[src/rtl/uart_pkg.sv]
// uart_pkg: types and constants shared by the UART receive and transmit paths.
//   UART_N          default data bits per frame
//   UART_D          default clock cycles per bit (50 MHz / 115200)
//   UART_IDLE_LEVEL line level while idle / during stop bit
//   uart_rx_state_t receiver FSM states (StParity only with UART_RX_PARITY_EN)
package uart_pkg;

   localparam int unsigned UART_N          = 8;
   localparam int unsigned UART_D          = 434;
   localparam logic        UART_IDLE_LEVEL = 1'b1;

   typedef enum logic [2:0] {
      StIdle,
      StStart,
      StData,
`ifdef UART_RX_PARITY_EN
      StParity,
`endif
      StStop,
      StBreak
   } uart_rx_state_t;

endpackage

[src/rtl/uart_sync.sv]
// uart_sync: two-flop synchronizer for an asynchronous single-bit input.
//   ResetVal  value both flops take during reset
//   clk       clock
//   rst       synchronous active-low reset
//   d         asynchronous input
//   q         synchronized output (2 cycles of latency)
module uart_sync #(
   parameter logic ResetVal = 1'b1
) (
   input  logic clk,
   input  logic rst,
   input  logic d,
   output logic q
);

   logic meta_q;
   logic sync_q;

   always_ff @(posedge clk) begin
      if (!rst) begin
         meta_q <= ResetVal;
         sync_q <= ResetVal;
      end else begin
         meta_q <= d;
         sync_q <= meta_q;
      end
   end

   assign q = sync_q;

endmodule

[src/rtl/uart_rx_os.sv]
// uart_rx_os: oversampled UART receiver, 8N1 (8E1 when UART_RX_PARITY_EN is defined).
// Mid-bit sampling driven by a D-cycles-per-bit baud counter.
//   N          data bits per frame, LSB first
//   D          clock cycles per bit (>= 4)
//   clk        clock
//   rst        synchronous active-low reset
//   serial_rx  asynchronous serial line, idle high
//   rx_ready   consumer accepts rx_data when rx_valid & rx_ready
//   rx_data    last accepted payload
//   rx_valid   rx_data holds an unconsumed byte
//   frame_err  1-cycle pulse: stop bit sampled low
//   parity_err 1-cycle pulse: even parity mismatch (tied 0 without parity)
//   overrun    1-cycle pulse: good frame dropped, previous byte not yet consumed
//   busy       receiver not idle
module uart_rx_os
   import uart_pkg::*;
#(
   parameter int unsigned N = UART_N,
   parameter int unsigned D = UART_D
) (
   input  logic         clk,
   input  logic         rst,
   input  logic         serial_rx,
   input  logic         rx_ready,
   output logic [N-1:0] rx_data,
   output logic         rx_valid,
   output logic         frame_err,
   output logic         parity_err,
   output logic         overrun,
   output logic         busy
);

   localparam int unsigned CW = $clog2(D);
   localparam int unsigned BW = $clog2(N + 1);
   localparam logic [CW-1:0] CntLast = CW'(D - 1);
   // Start bit is checked half a bit in, so every later sample lands mid-bit.
   localparam logic [CW-1:0] CntHalf = CW'(D / 2 - 1);
   localparam logic [BW-1:0] BitLast = BW'(N - 1);

   logic rxs;

   uart_sync #(
      .ResetVal (UART_IDLE_LEVEL)
   ) u_sync (
      .clk (clk),
      .rst (rst),
      .d   (serial_rx),
      .q   (rxs)
   );

   uart_rx_state_t state_q, state_d;
   logic [CW-1:0]  cnt_q, cnt_d;
   logic [BW-1:0]  bit_q, bit_d;
   logic [N-1:0]   shift_q, shift_d;
   logic [N-1:0]   rx_data_q, rx_data_d;
   logic           rx_valid_q, rx_valid_d;
   logic           frame_err_q, frame_err_d;
   logic           overrun_q, overrun_d;
   logic           tick;
   logic           good;
`ifdef UART_RX_PARITY_EN
   logic           perr_q, perr_d;
   logic           parity_err_q, parity_err_d;
`endif

   assign tick = (cnt_q == CntLast);

   always_comb begin
      state_d     = state_q;
      cnt_d       = cnt_q;
      bit_d       = bit_q;
      shift_d     = shift_q;
      rx_data_d   = rx_data_q;
      rx_valid_d  = rx_valid_q;
      frame_err_d = 1'b0;
      overrun_d   = 1'b0;
      good        = 1'b0;
`ifdef UART_RX_PARITY_EN
      perr_d       = perr_q;
      parity_err_d = 1'b0;
`endif

      if (rx_valid_q && rx_ready) begin
         rx_valid_d = 1'b0;
      end

      unique case (state_q)
         StIdle: begin
            if (rxs != UART_IDLE_LEVEL) begin
               state_d = StStart;
               cnt_d   = '0;
            end
         end
         StStart: begin
            if (cnt_q == CntHalf) begin
               cnt_d = '0;
               if (rxs == 1'b0) begin
                  state_d = StData;
                  bit_d   = '0;
               end else begin
                  state_d = StIdle;
               end
            end else begin
               cnt_d = cnt_q + 1'b1;
            end
         end
         StData: begin
            if (tick) begin
               cnt_d   = '0;
               shift_d = {rxs, shift_q[N-1:1]};
               if (bit_q == BitLast) begin
                  bit_d = '0;
`ifdef UART_RX_PARITY_EN
                  state_d = StParity;
`else
                  state_d = StStop;
`endif
               end else begin
                  bit_d = bit_q + 1'b1;
               end
            end else begin
               cnt_d = cnt_q + 1'b1;
            end
         end
`ifdef UART_RX_PARITY_EN
         StParity: begin
            if (tick) begin
               cnt_d   = '0;
               perr_d  = ^{rxs, shift_q};
               state_d = StStop;
            end else begin
               cnt_d = cnt_q + 1'b1;
            end
         end
`endif
         StStop: begin
            if (tick) begin
               cnt_d = '0;
               if (rxs == 1'b0) begin
                  frame_err_d = 1'b1;
                  state_d     = StBreak;
`ifdef UART_RX_PARITY_EN
               end else if (perr_q) begin
                  parity_err_d = 1'b1;
                  state_d      = StIdle;
`endif
               end else begin
                  good    = 1'b1;
                  state_d = StIdle;
               end
            end else begin
               cnt_d = cnt_q + 1'b1;
            end
         end
         StBreak: begin
            // Hold here until the line recovers so a stuck-low line flags only once.
            if (rxs == UART_IDLE_LEVEL) begin
               state_d = StIdle;
            end
         end
         default: state_d = StIdle;
      endcase

      // A same-cycle pop frees the holding register, so the new byte is not an overrun.
      if (good) begin
         if (!rx_valid_q || rx_ready) begin
            rx_data_d  = shift_q;
            rx_valid_d = 1'b1;
         end else begin
            overrun_d = 1'b1;
         end
      end
   end

   always_ff @(posedge clk) begin
      if (!rst) begin
         state_q     <= StIdle;
         cnt_q       <= '0;
         bit_q       <= '0;
         shift_q     <= '0;
         rx_data_q   <= '0;
         rx_valid_q  <= 1'b0;
         frame_err_q <= 1'b0;
         overrun_q   <= 1'b0;
      end else begin
         state_q     <= state_d;
         cnt_q       <= cnt_d;
         bit_q       <= bit_d;
         shift_q     <= shift_d;
         rx_data_q   <= rx_data_d;
         rx_valid_q  <= rx_valid_d;
         frame_err_q <= frame_err_d;
         overrun_q   <= overrun_d;
      end
   end

`ifdef UART_RX_PARITY_EN
   always_ff @(posedge clk) begin
      if (!rst) begin
         perr_q       <= 1'b0;
         parity_err_q <= 1'b0;
      end else begin
         perr_q       <= perr_d;
         parity_err_q <= parity_err_d;
      end
   end
   assign parity_err = parity_err_q;
`else
   assign parity_err = 1'b0;
`endif

   assign rx_data   = rx_data_q;
   assign rx_valid  = rx_valid_q;
   assign frame_err = frame_err_q;
   assign overrun   = overrun_q;
   assign busy      = (state_q != StIdle);

endmodule
[config.mk]
export PLATFORM = sky130hd
export DESIGN_NAME = uart_rx_os
export DESIGN_NICKNAME = d
export VERILOG_FILES = /design/src/rtl/uart_pkg.sv /design/src/rtl/uart_sync.sv /design/src/rtl/uart_rx_os.sv
export SDC_FILE = /design/constraint.sdc
export NUM_CORES = 1
export LEC_CHECK = 0
export ABC_AREA = 1
export CORE_UTILIZATION = 60
export CTS_CLUSTER_DIAMETER = 150
export DETAILED_ROUTE_END_ITERATION = 7
export HOLD_SLACK_MARGIN = 0.05
export PLACE_DENSITY = 0.88
export SLEW_MARGIN = 20
export SYNTH_ARGS = -nofsm -noshare
export SYNTH_HDL_FRONTEND = slang
export SYNTH_SLANG_ARGS = --single-unit
[constraint.sdc]
create_clock -name clk -period 2 [get_ports clk]
set_input_delay 0.6 -clock clk [delete_from_list [all_inputs] [get_ports clk]]
set_output_delay 0.6 -clock clk [all_outputs]
set_load 0.02 [all_outputs]
==> key figures, run 1 <==
Synthesis
  • Largest family of logic cells by synthesized area: simple AND/OR/NAND/NOR gates
  • Post-synthesis compound-gate area fraction: 0.1132
  • Adder-cell share of the synthesized area: 0.02813
  • Post-Syn Area: 1779 sq um
  • Syn Area/Cell: around 7 sq um
  • Register area share after synthesis: 0.4163
  • Syn Inst Count: around 250
  • Synth Area in Simple Gates: 0.3038
  • Number of flops mapped to enable cells by yosys: 0
  • Synthesized Nets: roughly 260
  • Synth top cells by count: nand2_1, dfxtp_1, inv_1
  • Synth top area share: 0.4163
  • Synthesis Warnings: 0
  • Synth Area in XOR/XNOR: 0.02954
  • Proportion of synthesized area in mux cells: 0
  • Top_reg_cell synth: dfxtp_1
  • Synth top area cells: dfxtp_1, nand2_1, inv_1
  • Synth Register Bits: 37
  • Most numerous cell in the Yosys netlist: nand2_1
  • Synth area leader: dfxtp_1
  • Netlist cell types: 32
  • Ys async rst share: 0

Die
  • Site row count: 19
  • DIE WIDTH: ~56 um
  • Initial Utilization: 0.6397
  • DIE AREA: 3187 sq um
  • Num ports: 17
  • Core area: between 2000 and 3000 sq um
  • Chip height: 56.46 um

Route
  • Avg WL per Cell: around 11 um
  • Max Used Layer: met4
  • Via-per-instance ratio: 5.069
  • Initial DRT Pass Iterations: 4
  • DRC: 0
  • Final ANT Viol Nets: 0
  • Metal1 wirelength: approximately 1.6 mm
  • Metal2 WL: approximately 1.7 mm
  • Wire length on met3: between 90 and 100 um
  • Routed via count: approximately 1600
  • Starting DRT DRC Count: 51
  • WL final: 3.455 mm

Final layout
  • Area delta synth->final: 15.40%
  • Layout Nets: 282
  • Antenna cells: 0
  • Share of cells above drive strength 1: 0.1309

Setup path
  • Crit path capture type: output port
  • Critical-path top delay cell: clkdlybuf4s50_1
  • Setup CP Type: reg -> out
  • Worst-path fanout max: 3
  • CP top delay family: buffers and inverters
  • CP Cell Sequence: clkdlybuf4s50_1
  • CP max stage delay: ~0.62 ns
  • Worst endpoint required time: 1.40 ns
  • CP bufs+invs: 1
  • Critical path launch point type: flop
  • CP arrival: between 1 and 1.5 ns

CTS
  • Num CTS Buffers: 5
  • Clk_lat worst skew: around 0.36 ns
  • Clk buf depth: 2
  • H-tree levels: 2
  • Clock transition at path regs: ~0.12 ns
  • Clock sink count: 37
  • Root buffer cell: clkbuf_4
  • CTS tree: yes

STA
  • Fmax: a little over 500 MHz
  • Final max-slew violation count: 0
  • Fin crit share: 0.9781
  • Post-layout min period: 1.956 ns
  • TNS Setup: 0 ns
  • Final hold slack: 0.4419 ns
  • Clock Skew: 0.01426 ns
  • RSZ-0062 raised after global routing: no
  • Final setup viols: 0
  • Final hold viol count: 0

Power and ir drop
  • Sw frac: 0.3815
  • Gate power share: 0.344
  • Int Power: 1.336 mW
  • Leakage power: between 0.8 and 0.9 nW
  • Seq pwr share: 0.399
  • Switching power: ~0.82 mW
  • Worst VDD drop: 0.001184 V
  • Clock power frac: 0.257
  • PD cells: approximately 1100 nW/um^2

GRT
  • Initial antenna violation count: 0
  • Gr ovfl total: 0
  • First-pass GRT wire length: 5.968 mm
  • Number of global-route vias before repair: 1441
  • Tot GR Track Use: 0.2421
  • Largest net degree at the start of global routing: 24

Run
  • Max cap viols: 0

Run status
  • Outcome: completed

Place
  • Routability cong.: between 0.8 and 0.9
  • Number of port buffers: 15
  • Final HPWL DP: 2.545 mm

Min path
  • HP Class: reg -> reg
-- kinds of logic after synthesis --
kind of cell / after synthesis
AOI/OAI and AO/OA: 36
xor gates and xnor gates: 6
adders and majority gates: 4
buffers and inverters: 47
DFF: 37
other: 1
and+or+nand+nor: 122
-- per-stage QoR --
step             util  power (mW)  worst slack [ns]  cells  instance area, sq um
4_1_cts        0.7382       2.168           0.04320    306                  2053
3_3_place_gp   0.7058       1.596            0.2309    298                  1963
3_5_place_dp   0.7058       1.627            0.2116    298                  1963
5_1_grt        0.7382       2.311          0.004718    306                  2053
2_1_floorplan       -       1.430            0.6571    253                  1779
6_report       0.7382       2.161           0.04385    306                  2053
-- area by class of cell --
cell class / instances / area, sq um
inverters: 43 / 162.7
flip-flops and latches: 37 / 743.2
well taps: 31 / 38.79
multi-input cells: 169 / 848.3
fillers: 234 / 728.2
clock buffers: 6 / 51.30
repair buffers: 18 / 171.4
clock inverters: 2 / 37.54
-- layer usage --
layer,track usage,vias up
li1,-,826
met1,0.2952,699
met3,0.07604,5
met2,0.4067,21
met4,0.07317,0
met5,0,-
-- power groups by stage --
stage	logic [mW]	registers, mW	clock network (mW)
after floorplan	0.553	0.877	0
after global placement	0.726	0.871	0
after detailed placement	0.752	0.875	0
after CTS	0.745	0.862	0.561
after global routing	0.842	0.874	0.594
final	0.744	0.862	0.555
-- final timing paths --
kind                            startpoint               endpoint  slack [ns]  cells after the start
setup / recovery       rx_valid$_SDFF_PN0_               rx_valid        0.04                      1
hold / removal    u_sync.meta_q$_SDFF_PN1_    u_sync.q$_SDFF_PN1_        0.44                      1
setup reg to reg     cnt_q[0]$_SDFFE_PN0P_  cnt_q[2]$_SDFFE_PN0P_        0.39                      9
hold reg to reg   u_sync.meta_q$_SDFF_PN1_    u_sync.q$_SDFF_PN1_        0.44                      1
-- sequential cells by signal, summed over array words and instances, names as in the netlist --
| register | count |
|---|---|
| state_q | 3 |
| shift_q | 8 |
| bit_q | 4 |
| rx_data | 8 |
| rx_valid | 1 |
| overrun | 1 |
| frame_err | 1 |
| u_sync.q | 1 |
| cnt_q | 9 |
| u_sync.meta_q | 1 |
-- cells in the final DEF (no fill, tap or decap), drive strengths merged --
cell type      netlist  final
inv                 41     41
bufinv               0      1
clkinvlp             0      1
nor2                31     31
nor3                 3      3
conb                 1      1
a21oi               25     25
ha                   4      4
clkinv               2      2
dlygate4sd2          0      1
o21bai               1      1
xor2                 5      5
nand4                5      5
nand2               66     66
clkdlybuf4s50        0     14
buf                  3      3
or2                  2      2
o21ai               10     10
clkbuf               1      6
nand3               14     14
nand3b               1      1
xnor2                1      1
dfxtp               37     37
-- repair_timing --
action / 4_1_cts / 5_1_grt
hold buffers: 0 / 0
endpoints found under the hold margin: 0 / 0
buffers inserted: 0 / 0
gates resized for setup: 3 / 0
setup endpoints to repair: 1 / 0
Power figures use the tool's default switching activity.
==> inputs of run 2 (changes only) <==
--- a/config.mk
+++ b/config.mk
@@ -7,6 +7,7 @@
 export LEC_CHECK = 0
 export ABC_AREA = 1
 export CORE_UTILIZATION = 60
+export CTS_BUF_LIST = sky130_fd_sc_hd__clkbuf_8 sky130_fd_sc_hd__clkbuf_16
 export CTS_CLUSTER_DIAMETER = 150
 export DETAILED_ROUTE_END_ITERATION = 7
 export HOLD_SLACK_MARGIN = 0.05
==> constraint.sdc (replaced) <==
create_clock -name clk -period 2 [get_ports clk]
set_input_delay 0.2 -clock clk [delete_from_list [all_inputs] [get_ports clk]]
set_output_delay 0.2 -clock clk [all_outputs]
set_load 0.02 [all_outputs]
==> run 2 against run 1 <==
  * Setup slack improved by 0.19 ns
  * Fmax rose by 11%
  * Die area is the same
  * Power increased by 4.2%
  * Critical endpoint is now busy
  * Register-to-register slack barely moved
  * Critical path type unchanged
  * Sequential power grew 2%
  * Hold slack got worse by 0.0028 ns
  * Final cell count is 0.65% lower
  * Clock skew is 0.0048 ns lower
  * Wire length grew 4.7%
  * Core utilization rose by 0.36 points
==> key figures, run 2 (synthesis results as in run 1) <==
Setup path
  • Worst R2R Start: cnt_q[0]$_SDFFE_PN0P_
  • CP top delay family: buffers and inverters
  • CP Capture Point: busy
  • Stages on worst setup path: 3 (+2)
  • Worst R2R End: rx_data[6]$_SDFFE_PN0P_
  • CP bufs+invs: 2 (+1)
  • Worst-path fanout max: 7 (+4)
  • Crit. Startpoint: state_q[2]$_SDFFE_PN0P_
  • CP Cell Sequence: inv_2 -> nand2_1 -> clkdlybuf4s50_1
  • CP arrival: 1.57 ns (+0.21 ns)
  • Critical path launch point type: flop
  • CP max stage delay: 0.59 ns (-0.03 ns)
  • Register-to-Register Path Depth: 8 (-1)
  • Setup slack, reg-to-reg: 0.38 ns (about the same)
  • Crit path capture type: output port
  • Setup CP Type: reg -> out
  • Worst endpoint required time: 1.80 ns (+0.40 ns)
  • Critical-path top delay cell: clkdlybuf4s50_1

Place
  • Routability cong.: 0.8539 (+0.95%)
  • Final HPWL DP: 2.412 mm (-5.2%)
  • Dpl ws: 0.4073 ns (+0.1957 ns)
  • Number of port buffers: 15 (unchanged)
  • DP Cell Count: 296 (-0.67%)
  • Cell area after placement: 1948 sq um (-0.76%)

STA
  • Fin crit share: 0.8841 (-0.09401)
  • Fmax: 565.6 MHz (+11%)
  • Final hold viol count: 0 (unchanged)
  • Final hold slack: 0.4391 ns (-0.002791 ns)
  • RSZ-0062 raised after global routing: no
  • Clock Skew: 0.009429 ns (-0.004833 ns)
  • Final max-slew violation count: 0 (unchanged)
  • TNS Setup: 0 ns (unchanged)
  • Final setup viols: 0 (unchanged)
  • PnR worst setup slack: 0.2319 ns (+0.1880 ns)
  • Post-layout min period: 1.768 ns (-0.1880 ns)

CTS
  • Num CTS Buffers: 5 (unchanged)
  • Clk_lat worst skew: 0.30 ns (-0.06 ns)
  • Cts repair resizes: 0 (-3)
  • Post-CTS Setup Bufs: 0 (unchanged)
  • CTS tree: yes
  • Root buffer cell: clkbuf_8
  • Hold-fix buffers, CTS: 0 (unchanged)
  • Clk buf depth: 2 (unchanged)
  • Clock transition at path regs: 0.07 ns (-0.05 ns)
  • Clock sink count: 37 (unchanged)
  • H-tree levels: 2 (unchanged)

Die
  • Chip height: 56.46 um (unchanged)
  • Num ports: 17 (unchanged)
  • Initial Utilization: 0.6397 (unchanged)
  • Site row count: 19 (unchanged)
  • DIE AREA: 3187 sq um (unchanged)
  • Core area: 2781 sq um (unchanged)
  • DIE WIDTH: 56.46 um (unchanged)

Final layout
  • Antenna cells: 0 (unchanged)
  • Largest register FFs: 9 (unchanged)
  • Layout Nets: 280 (-0.71%)
  • Post-layout util: 0.7418 (+0.003598)
  • Reg with most FFs: cnt_q
  • Final instance area: 2063 sq um (+0.49%)
  • FILL cells: 213 (-9.0%)
  • Non-Filler Instances: 304 (-0.65%)
  • Most frequent cells in the layout: nand2_1, dfxtp_1, inv_1, nor2_1, a21oi_1
  • Commonest non-fill, non-tap cell in the layout: nand2_1
  • Area delta synth->final: 15.96%
  • Share of cells above drive strength 1: 0.1172 (-0.01369)

Route
  • Via-per-instance ratio: 5.257 (+3.7%)
  • Final ANT Viol Nets: 0 (unchanged)
  • Max Used Layer: met4
  • Metal2 WL: 1.734 mm (+3.9%)
  • Avg WL per Cell: 11.90 um (+5.4%)
  • WL final: 3.619 mm (+4.7%)
  • Metal1 wirelength: 1.640 mm (-0.30%)
  • DRC: 0 (unchanged)
  • Wire length on met3: 149 um (+51%)
  • Initial DRT Pass Iterations: 4 (unchanged)
  • Routed via count: 1598 (+3.0%)
  • Starting DRT DRC Count: 55 (+7.8%)

Power and ir drop
  • Switching power: 0.8469 mW (+2.7%)
  • Leakage power: 0.8958 nW (-0.31%)
  • Sw frac: 0.3762 (-0.005331)
  • Int Power: 1.404 mW (+5.1%)
  • Worst VDD drop: 0.001084 V (-8.5%)
  • Seq pwr share: 0.391 (-0.008)
  • Tot Pwr: 2.251 mW (+4.2%)
  • Clock power frac: 0.289 (+0.032)
  • Gate power share: 0.320 (-0.024)
  • PD cells: 1091 nW/um^2 (+3.7%)

GRT
  • Initial antenna violation count: 0 (unchanged)
  • Largest net degree at the start of global routing: 24 (unchanged)
  • Gr ovfl total: 0 (unchanged)
  • Number of global-route vias before repair: 1500 (+4.1%)
  • Tot GR Track Use: 0.2581 (+0.01604)
  • First-pass GRT wire length: 6.320 mm (+5.9%)

Min path
  • HP Class: reg -> reg

Run status
  • Outcome: completed

Run
  • Max cap viols: 0 (unchanged)
## run 2: cell count changes in the layout (fill, tap and decap cells not counted), sizes merged
cell / change
clkdlybuf4s50: +1
dlygate4sd2: -1
clkinv: +1
clkbuf: -1
buf: -2
## run 2: power by group through the flow
stage | Combinational (mW) | Clock, mW | Sequential (mW)
CTS | 0.711 | 0.657 | 0.879
finish | 0.720 | 0.651 | 0.881
global placement | 0.685 | 0 | 0.891
global route | 0.802 | 0.692 | 0.890
floorplan | 0.553 | 0 | 0.877
detailed placement | 0.695 | 0 | 0.896
## run 2: layer usage
layer | track usage | vias to the layer above
li1 | - | 825
met1 | 0.3077 | 723
met2 | 0.4185 | 38
met3 | 0.08065 | 12
met4 | 0.1254 | 0
met5 | 0 | -
## run 2: worst min path at each step
| stage | from | end | slack (ns) | cells past startpoint |
|---|---|---|---|---|
| after floorplan | serial_rx | u_sync.meta_q$_SDFF_PN1_ | 0.31 | 1 |
| after global placement | u_sync.meta_q$_SDFF_PN1_ | u_sync.q$_SDFF_PN1_ | 0.39 | 1 |
| after detailed placement | u_sync.meta_q$_SDFF_PN1_ | u_sync.q$_SDFF_PN1_ | 0.41 | 1 |
| after CTS | u_sync.meta_q$_SDFF_PN1_ | u_sync.q$_SDFF_PN1_ | 0.45 | 1 |
| after global routing | u_sync.meta_q$_SDFF_PN1_ | u_sync.q$_SDFF_PN1_ | 0.45 | 1 |
| final | u_sync.meta_q$_SDFF_PN1_ | u_sync.q$_SDFF_PN1_ | 0.44 | 1 |
## run 2: layout make-up
type / instances / area (sq um) / area share
Clock buffer: 5 / 68.82 / 0.03335
Clock inverter: 3 / 46.29 / 0.02244
Sequential cell: 37 / 740.7 / 0.3590
Timing Repair Buffer: 16 / 157.7 / 0.07641
Tap cell: 31 / 38.79 / 0.01880
Inverter: 43 / 162.7 / 0.07884
Multi-Input combinational cell: 169 / 848.3 / 0.4112
## run 2: worst register-to-register path: cells and delay by family, from the launching register on
family,cells,cell delay (ns)
buf+inv,2,0.32
fa+ha+maj,1,0.17
flops,1,0.42
simple gates,4,0.50
compound gates,1,0.09
==> inputs of run 3 (changes only) <==
--- a/config.mk
+++ b/config.mk
@@ -16,3 +16,4 @@
 export SYNTH_ARGS = -nofsm -noshare
 export SYNTH_HDL_FRONTEND = slang
 export SYNTH_SLANG_ARGS = --single-unit
+export TNS_END_PERCENT = 1
==> results of run 3 <==
Final layout, timing and power as in run 2 (identical DEF).
